File: config.mk
export PLATFORM = sky130hd
export DESIGN_NAME = mc_ctrl
export DESIGN_NICKNAME = d
export VERILOG_FILES = /design/src/rtl/mc_ctrl_pkg.sv /design/src/rtl/mc_ctrl_dec.sv /design/src/rtl/mc_ctrl.sv
export SDC_FILE = /design/constraint.sdc
export NUM_CORES = 1
export LEC_CHECK = 0
export ABC_AREA = 1
export CAP_MARGIN = 15
export CORE_ASPECT_RATIO = 1.4
export CORE_MARGIN = 3
export CORE_UTILIZATION = 49
export CTS_BUF_LIST = sky130_fd_sc_hd__clkbuf_4
export DETAILED_ROUTE_END_ITERATION = 10
export PLACE_DENSITY_LB_ADDON = 0.08
export SETUP_SLACK_MARGIN = 0.15
export SYNTH_ARGS = -nofsm -noshare
export SYNTH_HDL_FRONTEND = slang
export SYNTH_SLANG_ARGS = --single-unit
File: constraint.sdc
create_clock -name clk -period 2.2 [get_ports clk]
set_clock_uncertainty 0.1 [all_clocks]
set_input_delay 0.66 -clock clk [delete_from_list [all_inputs] [get_ports clk]]
set_output_delay 0.66 -clock clk [all_outputs]
set_load 0.02 [all_outputs]
File: src/rtl/mc_ctrl_pkg.sv
// mc_ctrl_pkg: shared definitions for the multi-cycle MIPS controller.
//   state_t   : controller FSM states (also exported on state_o)
//   cls_t     : instruction class produced by mc_ctrl_dec
//   ALU_*     : ALUOp encodings
//   NPC_*     : NPCOp encodings
//   GPRSel_*  : register-file write address select
//   WDSel_*   : register-file write data select
//   OP_*/F_*  : supported opcode / function-field values
package mc_ctrl_pkg;

    typedef enum logic [3:0] {
        S_FETCH   = 4'd0,
        S_DECODE  = 4'd1,
        S_EXE_R   = 4'd2,
        S_EXE_I   = 4'd3,
        S_MEM_ADR = 4'd4,
        S_MEM_RD  = 4'd5,
        S_MEM_WR  = 4'd6,
        S_WB_ALU  = 4'd7,
        S_WB_MEM  = 4'd8,
        S_BRANCH  = 4'd9,
        S_JUMP    = 4'd10,
        S_HALT    = 4'd11
    } state_t;

    typedef enum logic [3:0] {
        CLS_RALU = 4'd0,
        CLS_IALU = 4'd1,
        CLS_LW   = 4'd2,
        CLS_SW   = 4'd3,
        CLS_BEQ  = 4'd4,
        CLS_BNE  = 4'd5,
        CLS_J    = 4'd6,
        CLS_JAL  = 4'd7,
        CLS_JR   = 4'd8,
        CLS_JALR = 4'd9,
        CLS_ILL  = 4'd10
    } cls_t;

    localparam logic [3:0] ALU_NOP  = 4'd0;
    localparam logic [3:0] ALU_ADD  = 4'd1;
    localparam logic [3:0] ALU_SUB  = 4'd2;
    localparam logic [3:0] ALU_AND  = 4'd3;
    localparam logic [3:0] ALU_OR   = 4'd4;
    localparam logic [3:0] ALU_SLT  = 4'd5;
    localparam logic [3:0] ALU_SLTU = 4'd6;
    localparam logic [3:0] ALU_NOR  = 4'd7;
    localparam logic [3:0] ALU_SLL  = 4'd8;
    localparam logic [3:0] ALU_SRL  = 4'd9;
    localparam logic [3:0] ALU_SRA  = 4'd10;

    localparam logic [1:0] NPC_PLUS4  = 2'b00;
    localparam logic [1:0] NPC_BRANCH = 2'b01;
    localparam logic [1:0] NPC_JUMP   = 2'b10;
    localparam logic [1:0] NPC_JR     = 2'b11;

    localparam logic [1:0] GPRSel_RD  = 2'b00;
    localparam logic [1:0] GPRSel_RT  = 2'b01;
    localparam logic [1:0] GPRSel_31  = 2'b10;

    localparam logic [1:0] WDSel_ALU  = 2'b00;
    localparam logic [1:0] WDSel_MEM  = 2'b01;
    localparam logic [1:0] WDSel_PC   = 2'b10;

    localparam logic [5:0] OP_RTYPE = 6'h00;
    localparam logic [5:0] OP_J     = 6'h02;
    localparam logic [5:0] OP_JAL   = 6'h03;
    localparam logic [5:0] OP_BEQ   = 6'h04;
    localparam logic [5:0] OP_BNE   = 6'h05;
    localparam logic [5:0] OP_ADDI  = 6'h08;
    localparam logic [5:0] OP_ORI   = 6'h0D;
    localparam logic [5:0] OP_LW    = 6'h23;
    localparam logic [5:0] OP_SW    = 6'h2B;

    localparam logic [5:0] F_SLL  = 6'h00;
    localparam logic [5:0] F_SRL  = 6'h02;
    localparam logic [5:0] F_SRA  = 6'h03;
    localparam logic [5:0] F_JR   = 6'h08;
    localparam logic [5:0] F_JALR = 6'h09;
    localparam logic [5:0] F_ADD  = 6'h20;
    localparam logic [5:0] F_ADDU = 6'h21;
    localparam logic [5:0] F_SUB  = 6'h22;
    localparam logic [5:0] F_SUBU = 6'h23;
    localparam logic [5:0] F_AND  = 6'h24;
    localparam logic [5:0] F_OR   = 6'h25;
    localparam logic [5:0] F_NOR  = 6'h27;
    localparam logic [5:0] F_SLT  = 6'h2A;
    localparam logic [5:0] F_SLTU = 6'h2B;

endpackage

File: src/rtl/mc_ctrl_dec.sv
// mc_ctrl_dec: combinational instruction decoder for mc_ctrl.
// Ports:
//   op_i        [5:0] IR opcode field
//   funct_i     [5:0] IR function field
//   cls_o       instruction class (CLS_ILL for anything unsupported)
//   alu_op_o    [3:0] ALU operation for the execute step
//   ext_op_o    1 = sign-extend immediate
//   alu_src_a_o 1 = shamt on ALU port A (shift instructions)
//   illegal_o   unsupported Op/Funct combination
module mc_ctrl_dec
    import mc_ctrl_pkg::*;
(
    input  logic [5:0] op_i,
    input  logic [5:0] funct_i,
    output cls_t       cls_o,
    output logic [3:0] alu_op_o,
    output logic       ext_op_o,
    output logic       alu_src_a_o,
    output logic       illegal_o
);

    always_comb begin
        cls_o       = CLS_ILL;
        alu_op_o    = ALU_NOP;
        ext_op_o    = 1'b0;
        alu_src_a_o = 1'b0;
        case (op_i)
            OP_RTYPE: begin
                cls_o = CLS_RALU;
                case (funct_i)
                    F_ADD, F_ADDU: alu_op_o = ALU_ADD;
                    F_SUB, F_SUBU: alu_op_o = ALU_SUB;
                    F_AND:         alu_op_o = ALU_AND;
                    F_OR:          alu_op_o = ALU_OR;
                    F_NOR:         alu_op_o = ALU_NOR;
                    F_SLT:         alu_op_o = ALU_SLT;
                    F_SLTU:        alu_op_o = ALU_SLTU;
                    F_SLL: begin alu_op_o = ALU_SLL; alu_src_a_o = 1'b1; end
                    F_SRL: begin alu_op_o = ALU_SRL; alu_src_a_o = 1'b1; end
                    F_SRA: begin alu_op_o = ALU_SRA; alu_src_a_o = 1'b1; end
                    F_JR:          cls_o = CLS_JR;
                    F_JALR:        cls_o = CLS_JALR;
                    default:       cls_o = CLS_ILL;
                endcase
            end
            OP_ADDI: begin cls_o = CLS_IALU; alu_op_o = ALU_ADD; ext_op_o = 1'b1; end
            // ori zero-extends its immediate
            OP_ORI:  begin cls_o = CLS_IALU; alu_op_o = ALU_OR;  ext_op_o = 1'b0; end
            OP_LW:   begin cls_o = CLS_LW;   alu_op_o = ALU_ADD; ext_op_o = 1'b1; end
            OP_SW:   begin cls_o = CLS_SW;   alu_op_o = ALU_ADD; ext_op_o = 1'b1; end
            OP_BEQ:  begin cls_o = CLS_BEQ;  alu_op_o = ALU_SUB; end
            OP_BNE:  begin cls_o = CLS_BNE;  alu_op_o = ALU_SUB; end
            OP_J:    cls_o = CLS_J;
            OP_JAL:  cls_o = CLS_JAL;
            default: cls_o = CLS_ILL;
        endcase
    end

    assign illegal_o = (cls_o == CLS_ILL);

endmodule

File: src/rtl/mc_ctrl.sv
// mc_ctrl: multi-cycle MIPS control FSM. Sequences a shared ALU, a unified
// instruction/data memory port and the register file through
// FETCH/DECODE/EXECUTE/MEM/WB steps.
// Optional feature macro: MC_CTRL_PERF_EN adds cyc_cnt/instr_cnt counters.
// Ports:
//   clk, rstn            clock (rising edge), asynchronous active-low reset
//   Op, Funct            IR[31:26] / IR[5:0]
//   Zero                 ALU zero flag, used in BRANCH
//   mem_ready            memory access completes this cycle
//   mem_req, IorD        memory request / address select (0 PC, 1 ALUOut)
//   IRWrite, PCWrite     IR and PC load enables
//   MemWrite, RegWrite   store / register-file write enables
//   EXTOp, ALUOp         immediate extension, ALU operation
//   NPCOp                next-PC select
//   ALUSrcA, ALUSrcB     ALU operand selects
//   GPRSel, WDSel        register write address / data selects
//   mem_err, illegal     sticky error flags
//   state_o              current FSM state (debug)
//   cyc_cnt, instr_cnt   performance counters (MC_CTRL_PERF_EN only)
module mc_ctrl
    import mc_ctrl_pkg::*;
#(
    parameter int unsigned MEM_WAIT_MAX = 15,
    parameter int unsigned CNT_W        = 32
) (
    input  logic       clk,
    input  logic       rstn,
    input  logic [5:0] Op,
    input  logic [5:0] Funct,
    input  logic       Zero,
    input  logic       mem_ready,
    output logic       mem_req,
    output logic       IorD,
    output logic       IRWrite,
    output logic       PCWrite,
    output logic       MemWrite,
    output logic       RegWrite,
    output logic       EXTOp,
    output logic [3:0] ALUOp,
    output logic [1:0] NPCOp,
    output logic       ALUSrcA,
    output logic       ALUSrcB,
    output logic [1:0] GPRSel,
    output logic [1:0] WDSel,
    output logic       mem_err,
    output logic       illegal,
    output logic [3:0] state_o
`ifdef MC_CTRL_PERF_EN
    ,
    output logic [CNT_W-1:0] cyc_cnt,
    output logic [CNT_W-1:0] instr_cnt
`endif
);

    // Wait counter only needs to reach MEM_WAIT_MAX-1
    localparam int unsigned TW = (MEM_WAIT_MAX < 2) ? 1 : $clog2(MEM_WAIT_MAX);
    localparam logic [TW-1:0] TO_LAST = TW'((MEM_WAIT_MAX == 0) ? 0 : MEM_WAIT_MAX - 1);

    state_t        state_q, state_d;
    logic [TW-1:0] cnt_q, cnt_d;
    logic          mem_err_q, mem_err_d;
    logic          illegal_q, illegal_d;
    // run_q is low from reset until the first clock after release: the
    // controller sits in FETCH with every output at 0 for that cycle, and
    // asserting rstn clears it asynchronously, dropping mem_req at once.
    logic          run_q;

    cls_t          cls;
    logic [3:0]    dec_alu_op;
    logic          dec_ext_op;
    logic          dec_src_a;
    logic          dec_illegal;

    mc_ctrl_dec u_dec (
        .op_i        (Op),
        .funct_i     (Funct),
        .cls_o       (cls),
        .alu_op_o    (dec_alu_op),
        .ext_op_o    (dec_ext_op),
        .alu_src_a_o (dec_src_a),
        .illegal_o   (dec_illegal)
    );

    always_ff @(posedge clk or negedge rstn) begin
        if (!rstn) begin
            state_q   <= S_FETCH;
            cnt_q     <= '0;
            mem_err_q <= 1'b0;
            illegal_q <= 1'b0;
            run_q     <= 1'b0;
        end else begin
            state_q   <= state_d;
            cnt_q     <= cnt_d;
            mem_err_q <= mem_err_d;
            illegal_q <= illegal_d;
            run_q     <= 1'b1;
        end
    end

    always_comb begin
        state_d   = state_q;
        cnt_d     = '0;
        mem_err_d = mem_err_q;
        illegal_d = illegal_q;
        mem_req   = 1'b0;
        IorD      = 1'b0;
        IRWrite   = 1'b0;
        PCWrite   = 1'b0;
        MemWrite  = 1'b0;
        RegWrite  = 1'b0;
        EXTOp     = 1'b0;
        ALUOp     = ALU_NOP;
        NPCOp     = NPC_PLUS4;
        ALUSrcA   = 1'b0;
        ALUSrcB   = 1'b0;
        GPRSel    = GPRSel_RD;
        WDSel     = WDSel_ALU;

        if (run_q) begin
            case (state_q)
                S_FETCH: begin
                    mem_req = 1'b1;
                    if (mem_ready) begin
                        IRWrite = 1'b1;
                        PCWrite = 1'b1;
                        NPCOp   = NPC_PLUS4;
                        state_d = S_DECODE;
                    end
                end
                S_DECODE: begin
                    case (cls)
                        CLS_RALU:                    state_d = S_EXE_R;
                        CLS_IALU:                    state_d = S_EXE_I;
                        CLS_LW, CLS_SW:              state_d = S_MEM_ADR;
                        CLS_BEQ, CLS_BNE:            state_d = S_BRANCH;
                        CLS_J, CLS_JAL,
                        CLS_JR, CLS_JALR:            state_d = S_JUMP;
                        default: begin
                            state_d   = S_HALT;
                            illegal_d = illegal_q | dec_illegal | 1'b1;
                        end
                    endcase
                end
                S_EXE_R, S_EXE_I: begin
                    ALUOp   = dec_alu_op;
                    ALUSrcA = dec_src_a;
                    ALUSrcB = (state_q == S_EXE_I);
                    EXTOp   = dec_ext_op;
                    state_d = S_WB_ALU;
                end
                S_WB_ALU: begin
                    RegWrite = 1'b1;
                    WDSel    = WDSel_ALU;
                    GPRSel   = (cls == CLS_IALU) ? GPRSel_RT : GPRSel_RD;
                    state_d  = S_FETCH;
                end
                S_MEM_ADR: begin
                    ALUOp   = ALU_ADD;
                    ALUSrcB = 1'b1;
                    EXTOp   = 1'b1;
                    state_d = (cls == CLS_LW) ? S_MEM_RD : S_MEM_WR;
                end
                S_MEM_RD: begin
                    mem_req = 1'b1;
                    IorD    = 1'b1;
                    if (mem_ready) state_d = S_WB_MEM;
                end
                S_MEM_WR: begin
                    mem_req  = 1'b1;
                    MemWrite = 1'b1;
                    IorD     = 1'b1;
                    if (mem_ready) state_d = S_FETCH;
                end
                S_WB_MEM: begin
                    RegWrite = 1'b1;
                    WDSel    = WDSel_MEM;
                    GPRSel   = GPRSel_RT;
                    state_d  = S_FETCH;
                end
                S_BRANCH: begin
                    ALUOp = ALU_SUB;
                    if (((cls == CLS_BEQ) && Zero) || ((cls == CLS_BNE) && !Zero)) begin
                        PCWrite = 1'b1;
                        NPCOp   = NPC_BRANCH;
                    end
                    state_d = S_FETCH;
                end
                S_JUMP: begin
                    PCWrite = 1'b1;
                    NPCOp   = ((cls == CLS_JR) || (cls == CLS_JALR)) ? NPC_JR : NPC_JUMP;
                    if ((cls == CLS_JAL) || (cls == CLS_JALR)) begin
                        RegWrite = 1'b1;
                        WDSel    = WDSel_PC;
                        GPRSel   = GPRSel_31;
                    end
                    state_d = S_FETCH;
                end
                S_HALT:  state_d = S_HALT;
                default: state_d = S_HALT;
            endcase

            // Handshake timeout: count stalled request cycles; the
            // MEM_WAIT_MAX-th consecutive stall aborts into HALT.
            if (mem_req && !mem_ready) begin
                if ((MEM_WAIT_MAX != 0) && (cnt_q == TO_LAST)) begin
                    state_d   = S_HALT;
                    mem_err_d = 1'b1;
                end else begin
                    cnt_d = cnt_q + TW'(1);
                end
            end
        end
    end

    assign mem_err = mem_err_q;
    assign illegal = illegal_q;
    assign state_o = state_q;

`ifdef MC_CTRL_PERF_EN
    logic [CNT_W-1:0] cyc_q;
    logic [CNT_W-1:0] instr_q;

    always_ff @(posedge clk or negedge rstn) begin
        if (!rstn) begin
            cyc_q   <= '0;
            instr_q <= '0;
        end else begin
            if (run_q && (state_q != S_HALT)) cyc_q <= cyc_q + CNT_W'(1);
            // Any transition into FETCH marks a completed instruction
            if (run_q && (state_d == S_FETCH) && (state_q != S_FETCH))
                instr_q <= instr_q + CNT_W'(1);
        end
    end

    assign cyc_cnt   = cyc_q;
    assign instr_cnt = instr_q;
`endif

endmodule
==> results.ini, run 1 <==
[logic_synthesis]
syn-num-nets = 259
synthTopCellsByArea = dfrtp_1, nor2_1, nand2_1
synth.distinct_cells = 30
synthCells = 241
netlist_area_um2 = 1410
synth_area_leader_cell = dfrtp_1
synth_top_area_share_pct = 19.6
synth-async-reset-ratio_pct = 100
yosys_register_bits = 11
synth_edf_count = 0
ys_seq_area_share_pct = 19.6
yosysWarnings = 0
syn_avg_cell_area_um2 = 5.84
synthFlopType = dfrtp_1

[outcome]
stop_stage = clock tree synthesis
status = aborted with a tool error
tool.error = [ERROR DPL-0038] Utilization greater than 100%, impossible to legalize

[floorplanning]
die_x_um = 51.3
start_util_pct = 52.7
die_h_um = 69.4
row_count = 22
ios = 41

[place]
port_buffers = 40
hpwlAfterDp_um = 4400
gp_congestion = 0.929
post-place-ws_ps = -1450

[clock_tree]
post_cts_buffers = 32
cts_max_path_buffers = 2
cts_resized = 273
cts_hold_buf = 0
cts-root-buf = clkbuf_4
cts_buffers = 3
h-tree-depth = 1
cts_num_sinks = 11

==> per-stage QoR <==
step           instance area (µm²)  instances
2_1_floorplan                 1550        241
3_3_place_gp                  2450        377
3_5_place_dp                  2450        377
==> synthesized netlist by cell type (5+ instances only) <==
cell     instances
a21oi_1         10
dfrtp_1         11
inv_1           33
inv_2            7
nand2_1         47
nand2_2          5
nand3_1         21
nand4_1          8
nor2_1          48
nor2_2           6
nor3_1           6
o21ai_0          9
==> logic make-up after synthesis <==
kind of cell	count (synthesis)	share of synthesized area (%)
and+or+nand+nor	156	55.4
buffers and inverters	44	11.8
AOI/OAI and AO/OA	25	9.88
DFF	11	19.6
xor gates and xnor gates	2	1.25
adders and majority gates	2	1.78
other	1	0.267
==> inputs of run 2 (changes only) <==
CORE_AREA = 3 3 64 66   (was not set)
CORE_ASPECT_RATIO = not set   (was 1.4)
CORE_MARGIN = not set   (was 3)
CORE_UTILIZATION = not set   (was 49)
CTS_BUF_LIST = not set   (was sky130_fd_sc_hd__clkbuf_4)
DIE_AREA = 0 0 67 69   (was not set)
PLACE_DENSITY_LB_ADDON = 0.15   (was 0.08)
SETUP_SLACK_MARGIN = not set   (was 0.15)
==> run 2 against run 1 <==
Net effect: the flow now finishes, with violations (setup timing); synthesized cell count unchanged; synthesized area stayed put.
==> results.ini, run 2 <==
[sta]
worst_slack_ps = -436
period_minus_slack_ps = 2640
drv_slew = 0
finalCritPeriodShare_pct = 120
finalHoldViolations = 0
clock.fmax_mhz = 379
finalSetupViolations = 17
rsz0062_at_grt = yes
tightest_slew_ps = 486
relSlewSlack_pct = 67.3

[logic_synthesis]
synth_area_leader_cell = dfrtp_1
synth_top_area_share_pct = 19.6  ; unchanged
ys_seq_area_share_pct = 19.6  ; unchanged
synth_xor_area_share_pct = 1.25  ; unchanged
netlist_area_um2 = 1410  ; unchanged
yosys_register_bits = 11  ; unchanged
synth.most_common_cell = nor2_1
synth.distinct_cells = 30  ; unchanged
synth_edf_count = 0  ; unchanged
synthFlopType = dfrtp_1
synth-async-reset-ratio_pct = 100  ; unchanged
muxShareOfSynthArea_pct = 0  ; unchanged
synth_top_family_by_area = simple AND/OR/NAND/NOR gates
yosysWarnings = 0  ; unchanged
synthTopCellsByArea = dfrtp_1, nor2_1, nand2_1
synth-adder-area-share_pct = 1.78  ; unchanged
syn_avg_cell_area_um2 = 5.84  ; unchanged
syn-num-nets = 259  ; unchanged
synth_compound_area_share_pct = 9.88  ; unchanged
synthSimpleGateAreaFrac_pct = 55.4  ; unchanged
synthCells = 241  ; unchanged
netlist_top_cells_count = nor2_1, nand2_1, inv_1, nand3_1, dfrtp_1

[cells_and_area]
syn2layout_area_growth_pct = 117
diodes = 0
final_common_cell = buf_4
final_util_pct = 83.8
layout_common_cells = buf_4, nand2_1, buf_6, nor2_1
fin_nets = 389
drive_gt1_share_pct = 61.4
nFillCells = 214

[route]
wirelength_um = 6070
drt_iter0_markers = 198
drtPass1Iterations = 4
ant_nets = 0
vias = 2157
avgRoutedWirePerCell_um = 14.5
via_per_inst = 5.16
drc = 0

[power_and_ir_drop]
total_power_uw = 2070
peakVddDrop_mv = 0.496
sw_frac_of_total_pct = 46.8
p_seq_share_pct = 13.8
p_leak_uw = 0.00147
clkPwrFrac_pct = 9.7
p_comb_share_pct = 76.5
power_switching_uw = 970
p_int_uw = 1100
power.density_nw_per_um2 = 681

[global_routing]
grt.busiest_layer = met2
grt_max_degree = 12
antenna_found_initial = 0
gr-usage-met3_pct = 3.58
grt_pass1_vias = 2129
grt_use_met1_pct = 31.0
use_met2_pct = 44.1
grt_pass1_wl_um = 9410
gr-total-overflow = 0
grtUsageTotal_pct = 25.3

[floorplanning]
ios = 41  ; unchanged
row_count = 22  ; unchanged
die_h_um = 69  ; -0.56%
start_util_pct = 38.7  ; -14 points
die_area_um2 = 4620
coreArea_um2 = 3630
die_x_um = 67  ; +31%

[outcome]
status = finished, violations left
violations = setup timing

[critical_path]
end_kind = output port
critPathMaxFanout = 3
worstSetupPathType = in -> out
start_kind = input port
cp.required_ps = 1440
cp.arrival_ps = 1880

[clock_tree]
cts_max_path_buffers = 2  ; unchanged
clk_latency_ps = 240
cts-root-buf = clkbuf_8
cts_tree = yes
h-tree-depth = 1  ; unchanged
clk_pin_slew_ps = 50
cts_num_sinks = 11  ; unchanged
cts_buffers = 3  ; unchanged

[place]
gp_congestion = 0.892  ; -4.0%
post-place-ws_ps = -1410  ; +38.0 ps
hpwlAfterDp_um = 3650  ; -17%
port_buffers = 40  ; unchanged

[min_path]
min_path_type = reg -> reg

[run]
maxCapViolations = 0

run 2: power by group through the flow:
stage          sequential [µW]  clock (µW)  combinational [µW]
3_3_place_gp               283           0                1080
2_1_floorplan              332           0                 463
5_1_grt                    289         216                1680
4_1_cts                    278         203                1360
3_5_place_dp               285           0                1090
6_report                   286         201                1590
run 2: cells by family after synthesis:
| logic type | after synthesis |
|---|---|
| and+or+nand+nor | 156 |
| DFF | 11 |
| AOI/OAI and AO/OA | 25 |
| buffers and inverters | 44 |
| adders and majority gates | 2 |
| other | 1 |
| xor gates and xnor gates | 2 |
run 2: final cells by class:
class / count / area, µm² / share of cell area [%]
clock buffer: 3 / 41.3 / 1.36
clock inverter: 1 / 5.00 / 0.164
inverter: 42 / 168 / 5.51
multi-input combinational: 186 / 1340 / 44.0
sequential: 11 / 277 / 9.08
tap: 48 / 60.1 / 1.97
timing repair buffer: 127 / 1150 / 37.9
run 2: timing repair:
action                     in CTS  in global routing
hold buffers                    0                  0
gates resized for setup       250                 49
setup buffers                  33                 10
setup endpoints to repair      21                 21
pin swaps                      42                 30
run 2: routing by layer:
layer | wire length (µm) | up-vias | part of all wire, %
met4 | 207 | 0 | 3.4
li1 | - | 1026 | -
met2 | 3110 | 107 | 51
met3 | 405 | 22 | 6.7
met1 | 2350 | 1002 | 39
met5 | 0 | - | 0
run 2: final timing paths:
path	startpoint	to	slack [ps]	depth (start not counted)
worst max-delay path	Funct[4]	ALUOp[1]	-440	11
min in group asynchronous	rstn	cnt_q[3]$_DFF_PN0_	650	1
max in group asynchronous	rstn	state_o[1]$_DFFE_PN0P_	1000	1
worst min-delay path	illegal$_DFFE_PN0P_	illegal$_DFFE_PN0P_	380	2
worst max register to register	state_o[1]$_DFFE_PN0P_	state_o[3]$_DFFE_PN0P_	210	9
worst min register to register	illegal$_DFFE_PN0P_	illegal$_DFFE_PN0P_	380	2
run 2: critical path: stages:
cell,delay [ps]
buf_6,110
nor2_4,150
inv_1,90
nor2_1,140
nand2_1,60
nand4_1,110
nand2_1,100
nand2_2,100
nand2_2,70
a21oi_4,150
buf_6,130
run 2: through the flow:
step / hold WS, ps / std cells / TNS, ps / area, µm²
floorplan: 264 / 241 / -576 / 1520
CTS: 384 / 413 / -3550 / 2850
detailed placement: 363 / 383 / -18180 / 2390
global placement: 364 / 383 / -17630 / 2390
finish: 379 / 418 / -3810 / 3050
global route: 413 / 418 / -5040 / 3050
Power figures use the tool's default switching activity.
